<file path="src/rtl/button_events.sv">
// Per-channel button conditioner: 2-flop synchroniser, debounce, press/release/long-press pulses.
// Define BUTTON_EVENTS_REPEAT_EN to re-fire long_press every REPEAT_CYCLES while held.
module button_events #(
    parameter int CHANNELS        = 4,
    parameter int DEBOUNCE_CYCLES = 16,
    parameter int HOLD_CYCLES     = 1000,
    parameter int REPEAT_CYCLES   = 250
) (
    input  logic                clk,
    input  logic                rst_n,
    input  logic [CHANNELS-1:0] init,
    input  logic [CHANNELS-1:0] button,
    output logic [CHANNELS-1:0] state,
    output logic [CHANNELS-1:0] pressed,
    output logic [CHANNELS-1:0] released,
    output logic [CHANNELS-1:0] long_press
);

    localparam int DW = $clog2(DEBOUNCE_CYCLES + 1);
    localparam int HW = $clog2(HOLD_CYCLES + 1);
    localparam logic [DW-1:0] DEB_LAST  = DW'(DEBOUNCE_CYCLES - 1);
    localparam logic [HW-1:0] HOLD_MAX  = HW'(HOLD_CYCLES);
    localparam logic [HW-1:0] HOLD_LAST = HW'(HOLD_CYCLES - 1);

`ifdef BUTTON_EVENTS_REPEAT_EN
    localparam int RW = $clog2(REPEAT_CYCLES + 1);
    localparam logic [RW-1:0] REP_LAST = RW'(REPEAT_CYCLES - 1);
`else
    logic w_unused_repeat;
    assign w_unused_repeat = |REPEAT_CYCLES;
`endif

    // Set by reset; the first running edge reports init as a press.
    logic r_start;

    always_ff @(posedge clk) begin
        if (!rst_n) begin
            r_start <= 1'b1;
        end else begin
            r_start <= 1'b0;
        end
    end

    for (genvar gi = 0; gi < CHANNELS; gi++) begin : g_ch
        logic          r_sync1;
        logic          r_sync2;
        logic          r_state;
        logic          r_pressed;
        logic          r_released;
        logic          r_long;
        logic [DW-1:0] r_deb_cnt;
        logic [HW-1:0] r_hold_cnt;
        logic          w_mismatch;
        logic          w_accept;
        logic          w_hold_clr;
        logic          w_hold_fire;
        logic          w_rep_fire;

        assign w_mismatch  = (r_sync2 != r_state);
        assign w_accept    = w_mismatch && (r_deb_cnt == DEB_LAST);
        // A debounce event (either direction) outranks any hold expiry on the same edge.
        assign w_hold_clr  = w_accept || !r_state || r_start;
        assign w_hold_fire = !w_hold_clr && (r_hold_cnt == HOLD_LAST);

`ifdef BUTTON_EVENTS_REPEAT_EN
        logic [RW-1:0] r_rep_cnt;

        always_ff @(posedge clk) begin
            if (!rst_n || w_hold_clr) begin
                r_rep_cnt <= '0;
            end else if (r_hold_cnt == HOLD_MAX) begin
                r_rep_cnt <= (r_rep_cnt == REP_LAST) ? '0 : r_rep_cnt + 1'b1;
            end
        end

        assign w_rep_fire = !w_hold_clr && (r_hold_cnt == HOLD_MAX) && (r_rep_cnt == REP_LAST);
`else
        assign w_rep_fire = 1'b0;
`endif

        always_ff @(posedge clk) begin
            if (!rst_n) begin
                r_sync1    <= init[gi];
                r_sync2    <= init[gi];
                r_state    <= init[gi];
                r_deb_cnt  <= '0;
                r_hold_cnt <= '0;
                r_pressed  <= 1'b0;
                r_released <= 1'b0;
                r_long     <= 1'b0;
            end else begin
                r_sync1 <= button[gi];
                r_sync2 <= r_sync1;

                if (!w_mismatch || w_accept) begin
                    r_deb_cnt <= '0;
                end else begin
                    r_deb_cnt <= r_deb_cnt + 1'b1;
                end

                if (w_accept) begin
                    r_state <= r_sync2;
                end

                if (w_hold_clr) begin
                    r_hold_cnt <= '0;
                end else if (r_hold_cnt != HOLD_MAX) begin
                    r_hold_cnt <= r_hold_cnt + 1'b1;
                end

                r_pressed  <= r_start ? init[gi] : (w_accept && r_sync2);
                r_released <= !r_start && w_accept && !r_sync2;
                r_long     <= w_hold_fire || w_rep_fire;
            end
        end

        assign state[gi]      = r_state;
        assign pressed[gi]    = r_pressed;
        assign released[gi]   = r_released;
        assign long_press[gi] = r_long;
    end

endmodule
</file>
<file path="config.mk">
export PLATFORM = sky130hd
export DESIGN_NAME = button_events
export DESIGN_NICKNAME = d
export VERILOG_FILES = /design/src/rtl/button_events.sv
export SDC_FILE = /design/constraint.sdc
export NUM_CORES = 1
export LEC_CHECK = 0
export ABC_CLOCK_PERIOD_IN_PS = 4000
export CAP_MARGIN = 40
export CELL_PAD_IN_SITES_DETAIL_PLACEMENT = 1
export CELL_PAD_IN_SITES_GLOBAL_PLACEMENT = 2
export CORE_UTILIZATION = 39
export DETAILED_ROUTE_END_ITERATION = 6
export PLACE_DENSITY_LB_ADDON = 0.1
export SKIP_LAST_GASP = 1
export SLEW_MARGIN = 20
export SYNTH_ARGS = -nofsm -noshare
export SYNTH_HDL_FRONTEND = slang
export SYNTH_SLANG_ARGS = --single-unit
</file>
<file path="constraint.sdc">
create_clock -name clk -period 4 [get_ports clk]
set_input_delay 0.8 -clock clk [delete_from_list [all_inputs] [get_ports clk]]
set_output_delay 0.8 -clock clk [all_outputs]
set_load 0.02 [all_outputs]
</file>
# Word-level counts from Yosys, hierarchy flattened
# Index checks and enable logic that the tools add are counted.
# Widths: inputs -> output; s select.
totals:
  inputBits: 10
  word_cells: 140
  output_inout_bits: 16
  regBits: 85
op_classes:
  n_addsub: 8
  n_mux: 21
  eq_ne: 20
  bitwise: 1
  reduce_logical: 57
op_table:
  columns: ["op", "count"]
  rows:
  - ["$add 10x1->10 const B", 4]
  - ["$eq 10x10->1 const B", 4]
  - ["$ne 10x10->1 const B", 4]
  - ["$mux 1", 21]
  - ["$add 5x1->5 const B", 4]
  - ["$eq 5x4->1 const B", 4]
  - ["$logic_and 1x1->1", 20]
  - ["$logic_not 1->1", 17]
  - ["$reduce_or 2->1", 8]
  - ["$logic_or 1x1->1", 12]
  - ["$ne 2x1->1 const B", 4]
  - ["$ne 1x1->1", 4]
  - ["$not 1->1", 1]

# Logic depth before layout (Yosys ltp)
depth:
  ltp_word: 6
  depth_mapped: 7
  ltp_nobuf: 6

# Worst setup path after synthesis
# OpenSTA, ideal clock, no wires.
synth_path:
  path_kind: "reg-to-reg"
  start: "register g_ch[2].r_deb_cnt[0]"
  end: "register g_ch[2].r_long"
  path_stages_with_launch: 8
  path_slack_ns: 2.270
  synth_period_minus_slack_ns: 1.730
  path_buffers: 1
  arrival_ns: 1.638
  required_ns: 3.908
  cell_sequence: "dfxtp_1 -> ha_1 -> and3_1 -> ha_1 -> nand2b_1 -> clkbuf_1 -> nand2_1 -> nor4_1"
synth_between:
  elab_chain_cells: 6
synth_lines:
  columns: ["item", "line_no", "rtl"]
  rows:
  - ["start: declaration", "51", "logic [DW-1:0] r_deb_cnt;"]
  - ["start signal: assignment", "98", "r_deb_cnt <= r_deb_cnt + 1'b1;"]
  - ["$eq 5x4->1", "60", "assign w_accept = w_mismatch && (r_deb_cnt == DEB_LAST);"]
  - ["$logic_and 1x1->1", "60", null]
  - ["$logic_or 1x1->1 (2 in a row)", "62", "assign w_hold_clr = w_accept || !r_state || r_start;"]
  - ["$logic_not 1->1", "63", "assign w_hold_fire = !w_hold_clr && (r_hold_cnt == HOLD_LAST);"]
  - ["$logic_and 1x1->1", "63", null]
  - ["end signal: assignment", "113", "r_long <= w_hold_fire || w_rep_fire;"]
  - ["end: declaration", "50", "logic r_long;"]
# No other way between the ends.
# A chain may end at the register's enable or synchronous reset.

==> tab_implementation.tex <==
\begin{tabular}{lr}
\hline
Metric & Value \\
\hline
\multicolumn{2}{l}{\textbf{Synthesis}} \\
Cells after Synth & 420 \\
Number of synthesized register bits & 85 \\
Net Count, Synth & 446 \\
Cell type with the largest total area after synthesis & sky130\_fd\_sc\_hd\_\_dfxtp\_1 \\
Synth unique cells & 36 \\
Post-synthesis area per instance & 8.958 sq um \\
Synth top area cells & sky130\_fd\_sc\_hd\_\_dfxtp\_1 (43\%), sky130\_fd\_sc\_hd\_\_nand2\_1 (5.8\%), sky130\_fd\_sc\_hd\_\_ha\_1 (5.3\%) \\
Synthesized area & 0.003762 sq mm \\
Yosys warning total & 0 \\
Share of synthesized area occupied by flip-flops and latches & 0.4629 \\
Fraction of synthesized cell area taken by the top area cell type & 0.4310 \\
\multicolumn{2}{l}{\textbf{Placed design}} \\
Detailed placement HPWL & 5422 um \\
Global placement routability congestion & 0.7037 \\
DP Worst Slack & 1115 ps \\
Number of port buffers & 25 \\
\multicolumn{2}{l}{\textbf{Power}} \\
Leakage power figure & 1.425 nW \\
Maximum ir drop on the vdd rail & 0.0001600 V \\
Logic pwr share & 0.054 \\
Net switching power & 385.4 uW \\
Power per cell area & 378.7 mW/mm\^{}2 \\
Internal & 1.211 mW \\
Switching part of the total power & 0.2415 \\
Overall power consumption & 1.596 mW \\
Clock network fraction of design power & 0.386 \\
Portion of total power attributed to sequential cells & 0.560 \\
\multicolumn{2}{l}{\textbf{Timing}} \\
Worst slew margin relative to its limit & 0.5121 \\
Slew of the pin with the lowest slew margin & 725.2 ps \\
Final hold slack & 431.7 ps \\
Final Hold Fails & 0 \\
Final setup margin & 1509 ps \\
Setup Total Neg Slack & 0 ps \\
Number of setup violations in the final report & 0 \\
Maximum clock rate & 401.4 MHz \\
Count of final max-slew check failures & 0 \\
Post-route clock period utilization & 0.6229 \\
Setup repair after global routing missed its margin & false \\
Worst clock skew & 8.834 ps \\
Post-route minimum period & 2491 ps \\
\multicolumn{2}{l}{\textbf{Worst setup path}} \\
Worst Setup Path Type & in2reg \\
Cells along the critical path & clkdlybuf4s50\_1, and3b\_1, nand2\_1, nor4\_1 \\
Type of element launching the critical path & primary input \\
Slowest stage cell on the critical path & sky130\_fd\_sc\_hd\_\_clkdlybuf4s50\_1 \\
Kind of cell adding the most delay to the critical path & simple AND/OR/NAND/NOR gates \\
Kind of end point of the critical path & flop \\
Buffering stage count on the worst path with inverters included & 1 \\
Number of cells on the worst reg-to-reg path & 6 \\
R2r setup slk & 2060 ps \\
Critical path's largest stage delay & 910 ps \\
Data arrival at the endpoint of the critical path & 2760 ps \\
Critical path peak fanout & 18 \\
Critical register-to-register path endpoint & g\_ch[2].r\_long\$\_SDFF\_PN0\_ \\
Data required, critical path & 4270 ps \\
Startpoint of the worst register-to-register path & g\_ch[2].r\_deb\_cnt[0]\$\_SDFF\_PP0\_ \\
\multicolumn{2}{l}{\textbf{Layout}} \\
Leading cell type in the layout, fill and taps excluded & sky130\_fd\_sc\_hd\_\_dfxtp\_1 \\
Antenna cell count & 0 \\
Most frequent cells in the layout & sky130\_fd\_sc\_hd\_\_dfxtp\_1 (81), sky130\_fd\_sc\_hd\_\_nand2\_1 (58), sky130\_fd\_sc\_hd\_\_nor2\_1 (36), sky130\_fd\_sc\_hd\_\_nand3\_1 (31), sky130\_fd\_sc\_hd\_\_clkdlybuf4s50\_1 (25) \\
Nets@finish & 456 \\
Share of cells above drive strength 1 & 0.05057 \\
Area growth from synthesis to layout & 12.01\% \\
\multicolumn{2}{l}{\textbf{Drt}} \\
Initial drt markers & 43 \\
\# DRC & 0 \\
Vias per cell & 5.122 \\
Final wirelength & 7429 um \\
Routed len/inst & 13.17 um \\
Number of vias in the routed layout & 2,889 \\
Antenna Nets Post-Route & 0 \\
Number of optimization iterations in the first detailed-route pass & 4 \\
\multicolumn{2}{l}{\textbf{Clock network}} \\
Post-CTS Hold Buffers & 0 \\
Clock tree from TritonCTS & built \\
CTS max path bufs & 2 \\
Num CTS Buffers & 9 \\
Clock slew at reported path FFs & 90 ps \\
Maximum level of the CTS H-tree & 3 \\
Clock sinks & 85 \\
Root buf cell & sky130\_fd\_sc\_hd\_\_clkbuf\_8 \\
Post CTS Setup Buffer Count & 0 \\
Insertion delay of the later-clocked pin in the worst-skew pair & 360 ps \\
Number of cells upsized or downsized after cts & 0 \\
\multicolumn{2}{l}{\textbf{Floorplan}} \\
Die outline width & 100.2 um \\
Number of ports placed on the die boundary & 26 \\
Initial standard-cell utilization of the core & 0.4053 \\
Placeable core region & 0.009284 sq mm \\
Floorplan die area & 0.01004 sq mm \\
Row count & 35 \\
Chip Height & 100.2 um \\
\multicolumn{2}{l}{\textbf{Min path}} \\
Hold EP & g\_ch[2].r\_sync2\$\_DFF\_P\_ \\
Startpoint of the tightest hold check path & g\_ch[2].r\_sync1\$\_DFF\_P\_ \\
Depth of the worst hold-timing path & 2 \\
Worst hold path class & reg2reg \\
\multicolumn{2}{l}{\textbf{Global routing}} \\
Maximum number of pins on one net before global-route repair & 19 \\
Via count of the first global-routing pass & 2,754 \\
Overall overflow remaining after global route & 0 \\
Global-route wire length before repair & 12,590 um \\
Overall global routing resource usage & 0.1588 \\
Initial antenna violation count & 0 \\
\multicolumn{2}{l}{\textbf{Outcome}} \\
Outcome & finished, final reports clean \\
\multicolumn{2}{l}{\textbf{Flow run}} \\
Max-cap violation count & 0 \\
\hline
\end{tabular}
[how the worst max path moves through the flow]
stage                                    startpoint                         to  slack, ps  cells after the start
floorplan           g_ch[2].r_deb_cnt[0]$_SDFF_PP0_  g_ch[2].r_long$_SDFF_PN0_       2270                      7
global placement                              rst_n  g_ch[2].r_long$_SDFF_PN0_       1240                      4
global route                                  rst_n  g_ch[2].r_long$_SDFF_PN0_       1390                      4
CTS                                           rst_n  g_ch[2].r_long$_SDFF_PN0_       1520                      4
finish                                        rst_n  g_ch[2].r_long$_SDFF_PN0_       1510                      4
detailed placement                            rst_n  g_ch[2].r_long$_SDFF_PN0_       1120                      4
[power by group through the flow]
stage	clock network (mW)	registers, mW	logic (mW)
global placement	0	0.914	0.0852
CTS	0.640	0.895	0.0881
finish	0.616	0.894	0.0857
global route	0.672	0.898	0.0985
floorplan	0	0.908	0.0634
detailed placement	0	0.915	0.0879
[through the flow]
step | utilization | std cells | cell area (sq um)
after global routing | 0.4539 | 564 | 4214
after floorplan | - | 420 | 3762
after detailed placement | 0.4321 | 548 | 4011
final | 0.4539 | 564 | 4214
after global placement | 0.4321 | 548 | 4011
after CTS | 0.4539 | 564 | 4214
[tightest hold or removal path: stages (launching register included)]
cell                      delay, ps
sky130_fd_sc_hd__dfxtp_1        310
sky130_fd_sc_hd__nand2_1         50
sky130_fd_sc_hd__nand2_1         50
[cell families after synthesis]
logic type | Yosys count | share of synthesized area
AO/OA/AOI/OAI | 48 | 0.07716
buffers and inverters | 46 | 0.06418
adder cells (fa/ha/maj) | 16 | 0.05321
multiplexers | 8 | 0.02128
AND/OR/NAND/NOR | 197 | 0.2747
XOR/XNOR | 20 | 0.04656
flip-flops | 85 | 0.4629
[cell type report]
type	instances	area, sq um
Clock buffer	12	176.4
Clock inverter	4	26.28
Fill cell	1134	5070
Inverter	19	71.32
Multi-Input combinational cell	289	1779
Sequential cell	85	1742
Tap cell	129	161.4
Timing Repair Buffer	26	257.7
[flip-flops by register name, summed over array words and instances (netlist names), 4 cells and up]
register	count
g_ch.r_deb_cnt	20
g_ch.r_hold_cnt	40
g_ch.r_long	4
g_ch.r_pressed	4
g_ch.r_released	4
g_ch.r_state	4
g_ch.r_sync1	4
g_ch.r_sync2	4
[per-layer routing]
layer / part of all wire / vias up / GRT usage
met5: 0 / - / 0
met4: 0.021 / 0 / 0.08027
met3: 0.024 / 12 / 0.02507
met2: 0.48 / 30 / 0.2719
met1: 0.47 / 1380 / 0.1930
li1: - / 1467 / -
[synthesized netlist by cell type]
library cell,number
sky130_fd_sc_hd__clkinv_1,1
sky130_fd_sc_hd__nand4b_1,6
sky130_fd_sc_hd__nand3b_1,9
sky130_fd_sc_hd__nand2_1,58
sky130_fd_sc_hd__nor4_1,6
sky130_fd_sc_hd__edfxtp_1,4
sky130_fd_sc_hd__o2111ai_1,1
sky130_fd_sc_hd__o22ai_1,4
sky130_fd_sc_hd__and3_1,4
sky130_fd_sc_hd__nor4bb_1,1
sky130_fd_sc_hd__ha_1,16
sky130_fd_sc_hd__mux2i_1,8
sky130_fd_sc_hd__nand3_1,31
sky130_fd_sc_hd__or2b_1,1
sky130_fd_sc_hd__clkbuf_2,3
sky130_fd_sc_hd__nand4_1,5
sky130_fd_sc_hd__o21ai_0,8
sky130_fd_sc_hd__and3b_1,4
sky130_fd_sc_hd__or4_1,11
sky130_fd_sc_hd__nor2b_1,3
sky130_fd_sc_hd__a32oi_1,3
sky130_fd_sc_hd__inv_1,18
sky130_fd_sc_hd__nor2_1,36
sky130_fd_sc_hd__or3_1,8
sky130_fd_sc_hd__nor4_2,2
sky130_fd_sc_hd__nand3_2,2
sky130_fd_sc_hd__clkbuf_1,6
sky130_fd_sc_hd__nand2b_1,9
sky130_fd_sc_hd__o31ai_1,12
sky130_fd_sc_hd__xnor2_1,4
sky130_fd_sc_hd__dfxtp_1,81
sky130_fd_sc_hd__nand2_2,1
sky130_fd_sc_hd__buf_2,1
sky130_fd_sc_hd__xor2_1,16
sky130_fd_sc_hd__buf_4,17
sky130_fd_sc_hd__a21oi_1,20
Note: power is estimated with default switching activity, not from simulation.
